**src/rtl/raster_iter_pkg.sv**
```systemverilog
// Shared types and helpers for the raster sample iterator.
//   iter_state_t   : iterator FSM states
//   SS_*           : one-hot sub-sample rate codes
//   step_from_rate : grid step (fixed point) for a sub-sample rate code
package raster_iter_pkg;

  localparam int unsigned SIGFIG = 24;  // bits in colour and position
  localparam int unsigned RADIX  = 10;  // fraction bits
  localparam int unsigned VERTS  = 3;
  localparam int unsigned AXIS   = 3;
  localparam int unsigned COLORS = 3;

  typedef enum logic {
    WAIT,
    TEST
  } iter_state_t;

  localparam logic [3:0] SS_1X  = 4'b1000;
  localparam logic [3:0] SS_4X  = 4'b0100;
  localparam logic [3:0] SS_16X = 4'b0010;
  localparam logic [3:0] SS_64X = 4'b0001;

  // Non-one-hot codes fall back to one sample per pixel.
  function automatic logic signed [SIGFIG-1:0] step_from_rate(input logic [3:0] rate);
    logic signed [SIGFIG-1:0] step;
    step = '0;
    case (rate)
      SS_4X:   step[RADIX-1] = 1'b1;
      SS_16X:  step[RADIX-2] = 1'b1;
      SS_64X:  step[RADIX-3] = 1'b1;
      default: step[RADIX]   = 1'b1;
    endcase
    return step;
  endfunction

endpackage

```
**src/rtl/iter_step.sv**
```systemverilog
// Combinational raster-order advance of the sample cursor.
//   cur_x_i/cur_y_i : current sample
//   ll_x_i          : box left edge (row wrap target)
//   ur_x_i/ur_y_i   : box upper-right corner
//   step_i          : grid step
//   nxt_x_o/nxt_y_o : next sample (valid when done_o is low)
//   done_o          : current sample was the last one in the box
module iter_step
  import raster_iter_pkg::*;
(
  input  logic signed [SIGFIG-1:0] cur_x_i,
  input  logic signed [SIGFIG-1:0] cur_y_i,
  input  logic signed [SIGFIG-1:0] ll_x_i,
  input  logic signed [SIGFIG-1:0] ur_x_i,
  input  logic signed [SIGFIG-1:0] ur_y_i,
  input  logic signed [SIGFIG-1:0] step_i,
  output logic signed [SIGFIG-1:0] nxt_x_o,
  output logic signed [SIGFIG-1:0] nxt_y_o,
  output logic                     done_o
);

  // One guard bit so stepping past a box edge near full scale cannot wrap negative.
  logic signed [SIGFIG:0] nx, ny, ux, uy;

  assign nx = $signed({cur_x_i[SIGFIG-1], cur_x_i}) + $signed({step_i[SIGFIG-1], step_i});
  assign ny = $signed({cur_y_i[SIGFIG-1], cur_y_i}) + $signed({step_i[SIGFIG-1], step_i});
  assign ux = $signed({ur_x_i[SIGFIG-1], ur_x_i});
  assign uy = $signed({ur_y_i[SIGFIG-1], ur_y_i});

  always_comb begin
    nxt_x_o = cur_x_i;
    nxt_y_o = cur_y_i;
    done_o  = 1'b0;
    if (nx <= ux) begin
      nxt_x_o = nx[SIGFIG-1:0];
    end else if (ny <= uy) begin
      nxt_x_o = ll_x_i;
      nxt_y_o = ny[SIGFIG-1:0];
    end else begin
      done_o = 1'b1;
    end
  end

endmodule

```
**src/rtl/sample_iterator.sv**
```systemverilog
// Walks every sub-sample grid point of a triangle's bounding box in raster
// order (x fastest, bottom row first), one sample per cycle.
//   clk, rst          : clock, asynchronous active-high reset
//   tri_R14S          : triangle from bounding-box stage
//   color_R14U        : triangle colour
//   box_R14S          : [0]=lower-left (x,y), [1]=upper-right (x,y)
//   validTri_R14H     : triangle and box valid
//   subSample_RnnnnU  : one-hot sub-sample rate
//   halt_RnnnnH       : upstream must hold (iterating)
//   tri_R15S          : latched triangle
//   color_R15U        : latched colour
//   sample_R15S       : current sample [0]=x, [1]=y
//   validSamp_R15H    : sample_R15S valid
module sample_iterator
  import raster_iter_pkg::*;
(
  input  logic                                         clk,
  input  logic                                         rst,
  input  logic signed [VERTS-1:0][AXIS-1:0][SIGFIG-1:0] tri_R14S,
  input  logic        [COLORS-1:0][SIGFIG-1:0]          color_R14U,
  input  logic signed [1:0][1:0][SIGFIG-1:0]            box_R14S,
  input  logic                                         validTri_R14H,
  input  logic        [3:0]                            subSample_RnnnnU,
  output logic                                         halt_RnnnnH,
  output logic        [VERTS-1:0][AXIS-1:0][SIGFIG-1:0] tri_R15S,
  output logic        [COLORS-1:0][SIGFIG-1:0]          color_R15U,
  output logic signed [1:0][SIGFIG-1:0]                 sample_R15S,
  output logic                                         validSamp_R15H
);

  iter_state_t state_q, state_d;
  logic [VERTS-1:0][AXIS-1:0][SIGFIG-1:0] tri_q, tri_d;
  logic [COLORS-1:0][SIGFIG-1:0]          color_q, color_d;
  logic signed [SIGFIG-1:0] ll_x_q, ll_x_d, ur_x_q, ur_x_d, ur_y_q, ur_y_d;
  logic signed [SIGFIG-1:0] step_q, step_d, x_q, x_d, y_q, y_d;
  logic                     valid_q, valid_d;

  logic signed [SIGFIG-1:0] nxt_x, nxt_y;
  logic                     done;

  iter_step u_iter_step (
    .cur_x_i (x_q),
    .cur_y_i (y_q),
    .ll_x_i  (ll_x_q),
    .ur_x_i  (ur_x_q),
    .ur_y_i  (ur_y_q),
    .step_i  (step_q),
    .nxt_x_o (nxt_x),
    .nxt_y_o (nxt_y),
    .done_o  (done)
  );

  always_comb begin
    state_d = state_q;
    tri_d   = tri_q;
    color_d = color_q;
    ll_x_d  = ll_x_q;
    ur_x_d  = ur_x_q;
    ur_y_d  = ur_y_q;
    step_d  = step_q;
    x_d     = x_q;
    y_d     = y_q;
    valid_d = valid_q;
    case (state_q)
      WAIT: begin
        valid_d = 1'b0;
        if (validTri_R14H) begin
          tri_d   = tri_R14S;
          color_d = color_R14U;
          ll_x_d  = box_R14S[0][0];
          ur_x_d  = box_R14S[1][0];
          ur_y_d  = box_R14S[1][1];
          step_d  = step_from_rate(subSample_RnnnnU);
          x_d     = box_R14S[0][0];
          y_d     = box_R14S[0][1];
          valid_d = 1'b1;
          state_d = TEST;
        end
      end
      TEST: begin
        // New triangles are ignored here; halt holds them upstream.
        if (done) begin
          valid_d = 1'b0;
          state_d = WAIT;
        end else begin
          x_d = nxt_x;
          y_d = nxt_y;
        end
      end
      default: state_d = WAIT;
    endcase
  end

  always_ff @(posedge clk or posedge rst) begin
    if (rst) begin
      state_q <= WAIT;
      tri_q   <= '0;
      color_q <= '0;
      ll_x_q  <= '0;
      ur_x_q  <= '0;
      ur_y_q  <= '0;
      step_q  <= '0;
      x_q     <= '0;
      y_q     <= '0;
      valid_q <= 1'b0;
    end else begin
      state_q <= state_d;
      tri_q   <= tri_d;
      color_q <= color_d;
      ll_x_q  <= ll_x_d;
      ur_x_q  <= ur_x_d;
      ur_y_q  <= ur_y_d;
      step_q  <= step_d;
      x_q     <= x_d;
      y_q     <= y_d;
      valid_q <= valid_d;
    end
  end

  assign halt_RnnnnH    = (state_q == TEST);
  assign tri_R15S       = tri_q;
  assign color_R15U     = color_q;
  assign sample_R15S[0] = x_q;
  assign sample_R15S[1] = y_q;
  assign validSamp_R15H = valid_q;

endmodule

```
**config.mk**
```make
export PLATFORM = sky130hd
export DESIGN_NAME = sample_iterator
export DESIGN_NICKNAME = d
export VERILOG_FILES = /design/src/rtl/raster_iter_pkg.sv /design/src/rtl/iter_step.sv /design/src/rtl/sample_iterator.sv
export SDC_FILE = /design/constraint.sdc
export NUM_CORES = 1
export LEC_CHECK = 0
export CAP_MARGIN = 20
export CELL_PAD_IN_SITES_DETAIL_PLACEMENT = 2
export CELL_PAD_IN_SITES_GLOBAL_PLACEMENT = 2
export CORE_ASPECT_RATIO = 0.9
export CORE_MARGIN = 10
export CORE_UTILIZATION = 25
export DETAILED_ROUTE_END_ITERATION = 12
export PLACE_DENSITY_LB_ADDON = 0.05
export SETUP_SLACK_MARGIN = 0.1
export SYNTH_ARGS = -nofsm -noshare
export SYNTH_HDL_FRONTEND = slang
export SYNTH_SLANG_ARGS = --single-unit
```
**constraint.sdc**
```tcl
create_clock -name clk -period 19 [get_ports clk]
set_input_delay 2.85 -clock clk [delete_from_list [all_inputs] [get_ports clk]]
set_output_delay 2.85 -clock clk [all_outputs]
set_load 0.05 [all_outputs]
```
=== Word-level counts from Yosys, hierarchy flattened ===
Index checks and enable logic that the tools add are counted.

* Register bits: 414
* Bits of input ports: 391
* Output and inout bits: 338
* Logic and storage cells: 59

* $add $sub $neg: 2
* Magnitude comparators: 2
* Equality and inequality tests: 9
* Multiplexer cells: 21
* Bitwise operators: 1
* Reductions and logical operators: 4

{| class="wikitable"
|+ Operators with widths
! cell !! count
|-
| 24-bit 2-to-1 mux || 8
|-
| 24-bit one-hot mux with 2 select lines || 2
|-
| 24-bit by 12-bit adder with 25-bit output || 2
|-
| 25-bit by 24-bit <= comparator with 1-bit output || 2
|-
| 1-bit 2-to-1 mux || 9
|-
| 2-bit != test (second input constant) || 3
|-
| 4-bit by 1-bit == test with 1-bit output (second input constant) || 1
|-
| 4-bit by 2-bit == test with 1-bit output (second input constant) || 1
|-
| 4-bit by 3-bit == test with 1-bit output (second input constant) || 1
|-
| 2-bit by 1-bit != test with 1-bit output (second input constant) || 2
|-
| 1-bit one-hot mux with 2 select lines || 2
|-
| 4-bit AND reduction || 1
|-
| 3-bit by 1-bit != test with 1-bit output (second input constant) || 1
|-
| 3-bit AND reduction || 1
|-
| 3-bit OR reduction || 1
|-
| 2-bit AND reduction || 1
|-
| 1-bit inverter || 1
|}

=== Longest topological paths before layout ===
Gate-level depths: netlist (run 1).

* Depth after elaboration: 6
* Gate-level depth with buffers: 18
* Depth with buffers taken out: 16

=== Cells and area by module ===
Synthesis (run 1) repeated with hierarchy kept, for this count alone.

* Cells, all modules: 2,290
* Area total of the unflattened synthesis: 20,452.1 um^2

{| class="wikitable"
|+ Modules (own cells, without submodules)
! module !! times used !! cells each !! area an instance (um^2) !! sequential area each (um^2)
|-
| sample_iterator || 1 || 1,705 || 16,133.0 || 10,359.9
|-
| iter_step || 1 || 585 || 4,319.1 || 0.0
|}

=== Worst setup path after synthesis (run 1) ===
OpenSTA, ideal clock, no wires.

* Path kind: register -> register
* Start point: register y_q[7]
* End point: register x_q[10]
* Library setup time: 128 ps
* Arrival: 4,041 ps
* Required time: 18,872 ps
* Path slack: 14,832 ps
* Cell stages (with the launch flop): 17
* Path buffers: 1
* Clock period less this slack: 4,168 ps
* Path through: dfrtp_1 ha_1 fa_1 a21o_1 a21oi_1 nor3_1 and3_1 xor2_1 ha_1 nand4_1 nor3_1 o311ai_1 nand3_1 a31oi_2 or3_1 buf_4 mux2_1

* Word-level cells in the longest chain between the ends: 6
* Elaborated cells on any way between the ends: 7
* Those cells by class: 1 x add/sub; 1 x order compare; 2 x eq/ne; 2 x mux; 1 x reduce/logical

{| class="wikitable"
|+ RTL lines
! item !! line !! text
|-
| from (decl) || sample_iterator.sv:35 || <nowiki>logic signed [SIGFIG-1:0] step_q, step_d, x_q, x_d, y_q, y_d;</nowiki>
|-
| from (signal assigned) || sample_iterator.sv:115 || <nowiki>y_q <= y_d;</nowiki>
|-
| 24-bit by 12-bit adder with 25-bit output (*) || iter_step.sv:26 || <nowiki>assign ny = $signed({cur_y_i[SIGFIG-1], cur_y_i}) + $signed({step_i[SIGFIG-1], step_i});</nowiki>
|-
| 25-bit by 24-bit <= comparator with 1-bit output (*) || iter_step.sv:36 || <nowiki>end else if (ny <= uy) begin</nowiki>
|-
| 1-bit 2-to-1 mux || iter_step.sv:36 ||
|-
| 1-bit 2-to-1 mux || iter_step.sv:34 || <nowiki>if (nx <= ux) begin</nowiki>
|-
| 2-bit != test (no source line) || n/a ||
|-
| 3-bit AND reduction (no source line) (*) || n/a ||
|-
| to (signal assigned) || sample_iterator.sv:103 || <nowiki>x_q <= '0;</nowiki>
|-
| to (signal assigned) || sample_iterator.sv:114 || <nowiki>x_q <= x_d;</nowiki>
|-
| to (decl) || sample_iterator.sv:35 ||
|}

Mark *: on every way between the ends. The rest lies on a longest branch, timed or not.
A chain may end at the register's enable or synchronous reset.

=== Worst setup path after layout (run 1) ===
* Start point: register y_q[9]
* End point: register x_q[10]

Same word-level chain as after synthesis.

==> results.cfg, run 1 <==
[timing]
drv_slew = 0
worstMarginPinSlew_ns = 1.04
hold_violations = 0
setup_violations = 0
skew_ns = 0.0242
setup_tns_ns = 0
slew_headroom_pct = 30.7
final.min_clock_period_ns = 5.89
period_share_pct = 31.0
fmax_mhz = 170
rsz0062_at_grt = no

[place]
dp_cells = 3649
routabilityCongestion = 0.809
hpwl_um = 73200
port_buffers = 728
placed_cell_area_sq_um = 26400

[grt]
antenna_found_initial = 30
track_usage_pct = 21.9
grt_max_degree = 185
grt_pass1_wl_um = 138000
overflow = 0
grt_pass1_vias = 19700

[logic_synthesis]
yosys.area_share.adder_pct = 4.22
synth_area_leaders = dfrtp_1 (57%), nand2_1 (22%), ha_1 (4.0%)
ys_types = 56
async_flop_share_pct = 100
synth_edf_count = 0
yosys.cell_count.top_type = nand2_1
synth_common_cells = nand2_1 (1,057), dfrtp_1 (414), clkbuf_1 (91), o21ai_0 (65), inv_1 (64)
muxShareOfSynthArea_pct = 1.71
synth.largest_area_cell = dfrtp_1
syn_area_per_cell_sq_um = 8.82
yosysWarningCount = 0
yosysSeqAreaShare_pct = 57.1
synth_top_family_by_area = simple AND/OR/NAND/NOR gates
syn-instance-count = 2058
synth_xor_area_share_pct = 1.40
syn_area_sq_um = 18100
ys.flop_type = dfrtp_1
synth_top_area_share_pct = 57.1
synth-compound-area-share_pct = 6.55
syn_nets = 2509
ys_ff_latch = 414
yosys.area_share.simple_pct = 25.4

[run_status]
status = finished clean

[clocking]
cts_setup_buffers = 0
ctsResizeCount = 0
path_clk_slew_ns = 0.06
holdBufCountCts = 0
cts_num_sinks = 414
cts_buffers = 52
cts.path.max_buffers = 3
cts_tree = done
cts_max_level = 2
root_buffer = clkbuf_16
insertion_delay_ns = 0.60

[drt]
final_antenna_net_count = 0
routed_wl_um = 95400
wl_per_cell_um = 25.4
drc = 0
drt_iter0_markers = 901
vias = 17500
dr.pass1.iters = 5
vias_per_cell = 4.65

[worst_setup_path]
cp-start-kind = flop
crit_path_cell_trace = ha_1, a21o_1, a21oi_1, nor3_1, and3_1, xnor2_1, ha_1, nand4_1, nor3_1, nand4_1, a31oi_2, buf_4, or3_1, mux2_1
cp_slowest_cell = nor3_1
critical_path.max_stage_delay_ns = 0.74
criticalPathCategory = reg2reg
cp.required_ns = 19.47
end_kind = flop
cp_max_fo = 18
worstPathArrival_ns = 6.36

[die]
initial_utilization_pct = 25.3
core-area_sq_um = 71800
ioPinCount = 729
placementRows = 93
dieArea_sq_um = 83800
die_w_um = 304
die_h_um = 276

[final_layout]
final_area_sq_um = 28200
area_growth_pct = 55.2
final_cell_count_no_fill = 3760
drive_gt1_share_pct = 4.68
nFillCells = 7865
nets = 3205

[power_and_ir_drop]
peakVddDrop_mv = 0.0861
cellPowerDensity_nw_per_um2 = 221
leakage_nw = 13.3

[flow_run]
drv_cap = 0

[hold_path]
hold_class = reg2reg
## placed cells by master, fill, tap and decap left out, types with 3 or more instances in the layout
cell             Yosys  final
clkdlybuf4s50_1      0    728
clkinv_2             0     12
buf_4                2     18
inv_1               64     63
clkbuf_1            91     13
a21o_1               6      6
mux2_2              13     13
a31oi_1             29     29
nand2_1           1057   1056
mux2i_1              4      4
diode_2              0     13
nor4_1              14     14
mux2_1              11     11
clkbuf_16            0     53
nand3_1             17     17
and4_1               4      4
o211ai_1             6      6
and3_1               8      8
nor3_1              17     17
nor2_1              25     24
bufinv_16            0      3
nand4_1             15     15
o2bb2ai_1            6      6
a211oi_1            16     16
dfrtp_1            414    413
nand2b_1             4      4
o21ai_0             65     65
a21oi_1             29     29
clkbuf_8             0     13
ha_1                58     58
xnor2_1             20     20
xor2_1               9      9
a41o_1               7      7
o21ai_1              3      3
## sequential cells by signal (all words and copies together) (netlist names)
| name | cells |
|---|---|
| color_R15U | 72 |
| halt_RnnnnH | 1 |
| ll_x_q | 24 |
| step_q | 4 |
| tri_R15S | 216 |
| ur_x_q | 24 |
| ur_y_q | 24 |
| validSamp_R15H | 1 |
| x_q | 24 |
| y_q | 24 |
## worst max-delay path, delay by kind of cell (launching register included)
kind,cells,cell delay [ns]
AND/OR/NAND/NOR,6,2.84
AO/OA/AOI/OAI,3,0.92
adder cells (fa/ha/maj),2,0.68
flip-flops,1,0.45
buffers and inverters,1,0.38
multiplexers,1,0.38
XOR/XNOR,1,0.08
## area by class of cell
class	instances	area (sq um)	share of cell area, %
sequential	414	10400	36.8
tap	950	1190	4.22
antenna	13	32.5	0.115
clock buffer	79	1550	5.52
timing repair buffer	748	7460	26.5
multi-input combinational	1474	7150	25.4
inverter	64	248	0.880
clock inverter	18	175	0.622
## kinds of logic after synthesis
kind of cell | after synthesis
simple gates | 1171
flops | 414
compound gates | 186
buf+inv | 170
fa+ha+maj | 60
xor+xnor | 29
mux | 28
## worst paths after layout
path	cells after the start	slack [ns]	start	to
hold / removal	2	0.48	tri_R15S[33]	tri_R15S[33]
setup reg to reg	14	13.11	y_q[9]	x_q[10]
max in group asynchronous	4	13.77	rst	tri_R15S[28]
hold reg to reg	2	0.48	tri_R15S[33]	tri_R15S[33]
min in group asynchronous	2	2.78	rst	tri_R15S[186]
setup / recovery	14	13.11	y_q[9]	x_q[10]
## power by group
group | internal [W] | leakage, nW | switching [W]
sequential | 0.00131 | 5.11 | 0.000279
clock | 0.000603 | 0.861 | 0.000415
combinational | 0.00111 | 7.31 | 0.00250
## routing by layer
| layer | up-vias | wire, um | share of wire, % | track usage, % |
|---|---|---|---|---|
| met2 | 412 | 50900 | 53 | 40.4 |
| met1 | 8919 | 35000 | 37 | 23.1 |
| met4 | 36 | 2000 | 2.1 | 6.16 |
| met3 | 128 | 7260 | 7.6 | 8.23 |
| met5 | - | 231 | 0.24 | 0 |
| li1 | 7978 | - | - | - |
## per-stage QoR
| stage | total power (W) | worst slack [ns] | hold slack (ns) | utilization, % |
|---|---|---|---|---|
| after CTS | 0.00631 | 13.01 | 0.481 | 39.2 |
| after global placement | 0.00514 | 12.67 | 0.454 | 36.8 |
| final | 0.00621 | 13.11 | 0.476 | 39.2 |
| after floorplan | 0.00378 | 4.63 | 0.439 | - |
| after detailed placement | 0.00524 | 12.59 | 0.465 | 36.8 |
| after global routing | 0.00660 | 12.68 | 0.502 | 39.2 |
(Power assumes the default switching activity.)
==> run 2, diff against run 1 <==
clock period = 5.5 ns   (was 19 ns; I/O delays follow)
==> results.cfg, run 2 (synthesis results as in run 1) <==
[run_status]
status = finished clean

[worst_setup_path]
critical_path.max_stage_delay_ns = 0.72
cp-start-kind = flop
cp_max_fo = 23
worstPathArrival_ns = 5.13
crit_family = simple AND/OR/NAND/NOR gates
crit_buf_inv = 1
cp_slowest_cell = nor3_1
criticalPathCategory = reg2reg
crit_path_cell_trace = ha_1, fa_1, a21o_1, a21oi_1, nor3_1, and3_1, xnor2_1, ha_1, nand4_1, nor3_1, o311ai_1, nand3_1, a31oi_2, a21oi_4, buf_4, mux2_2
cp.required_ns = 5.96
end_kind = flop

[hold_path]
hold_class = reg2reg

[grt]
grt_pass1_vias = 19600
antenna_found_initial = 24
overflow = 0
grt_pass1_wl_um = 138000
met3_usage_pct = 7.01
use_met1_pct = 23.8
track_usage_pct = 21.9
grt_max_degree = 220
busiest_layer = met2
use_met2_pct = 40.6

[die]
placementRows = 93
initial_utilization_pct = 25.3
ioPinCount = 729
core-area_sq_um = 71800
die_w_um = 304
dieArea_sq_um = 83800
die_h_um = 276

[final_layout]
multi_input_comb_area_sq_um = 7150
nFillCells = 7846
final_cell_mix = nand2_1 (1,056), clkdlybuf4s50_1 (728), dfrtp_1 (413), o21ai_0 (65), inv_1 (63)
area_growth_pct = 54.6
drive_gt1_share_pct = 4.17
final_area_sq_um = 28000
layout_commonest_cell = nand2_1
final_cell_count_no_fill = 3745
largest_reg_flops = 216
regArea_sq_um = 10400
nets = 3204

[clocking]
cts_setup_buffers = 0
cts_buffers = 50
holdBufCountCts = 0
ctsResizeCount = 0
cts_max_level = 2
insertion_delay_ns = 0.59
root_buffer = clkbuf_16
path_clk_slew_ns = 0.06
cts_num_sinks = 414
cts.path.max_buffers = 3
cts_tree = done

[timing]
skew_ns = 0.0121
hold_violations = 0
drv_slew = 0
fmax_mhz = 214
worstMarginPinSlew_ns = 1.25
slew_headroom_pct = 16.6
setup_violations = 0
final.min_clock_period_ns = 4.67
rsz0062_at_grt = no
period_share_pct = 84.9

[place]
routabilityCongestion = 0.841
dp_cells = 3650
hpwl_um = 73200
placed_cell_area_sq_um = 26500
port_buffers = 728

[power_and_ir_drop]
cellPowerDensity_nw_per_um2 = 759
peakVddDrop_mv = 0.283
fin_total_pwr_w = 0.0213
leakage_nw = 13.2

[drt]
drc = 0
vias = 17400
vias_per_cell = 4.65
final_antenna_net_count = 0
routed_wl_um = 95200
dr.pass1.iters = 6
drt_iter0_markers = 726
wl_per_cell_um = 25.4

[flow_run]
drv_cap = 0
run 2: worst min-delay path: cells and delay by family (launching register included):
family	cells	cell delay (ns)
simple gates	2	0.11
flops	1	0.33
run 2: area by class of cell:
cell class	instances	share of cell area, %
antenna	12	0.107
clock buffer	76	5.24
tap	950	4.24
sequential	414	36.9
timing repair buffer	749	26.9
inverter	64	0.870
multi-input combinational	1474	25.5
clock inverter	6	0.254
run 2: per-stage QoR:
step	setup slack (ns)	hold WS, ns	util [%]	TNS (ns)
5_1_grt	0.530	0.498	39.0	0
3_3_place_gp	1.10	0.458	36.8	0
6_report	0.832	0.473	39.1	0
2_1_floorplan	-0.907	0.439	-	-375.33
3_5_place_dp	0.866	0.464	36.8	0
4_1_cts	0.841	0.478	39.0	0
run 2: path summary, 6_finish.rpt:
check,slack [ns],from,end,depth (start not counted)
min in group asynchronous,0.56,rst,tri_R15S[11],2
min reg2reg,0.47,color_R15U[55],color_R15U[55],2
max in group asynchronous,3.42,rst,ll_x_q[2],4
max reg2reg,0.83,step_q[7],x_q[3],16
min,0.47,color_R15U[55],color_R15U[55],2
max,0.83,step_q[7],x_q[3],16
run 2: metal layers:
layer  vias up  routed length, um  part of all wire [%]
met5         -                128                  0.13
met4        24               2320                   2.4
met3       123               6440                   6.8
met2       428              50300                    53
met1      8890              36000                    38
li1       7964                  -                     -
run 2: where the power goes:
part	internal (W)	switching [W]	leakage (nW)	total, W
Sequential	0.00452	0.000988	5.11	0.00550
Clock	0.00187	0.00137	0.748	0.00324
Combinational	0.00388	0.00866	7.33	0.0125
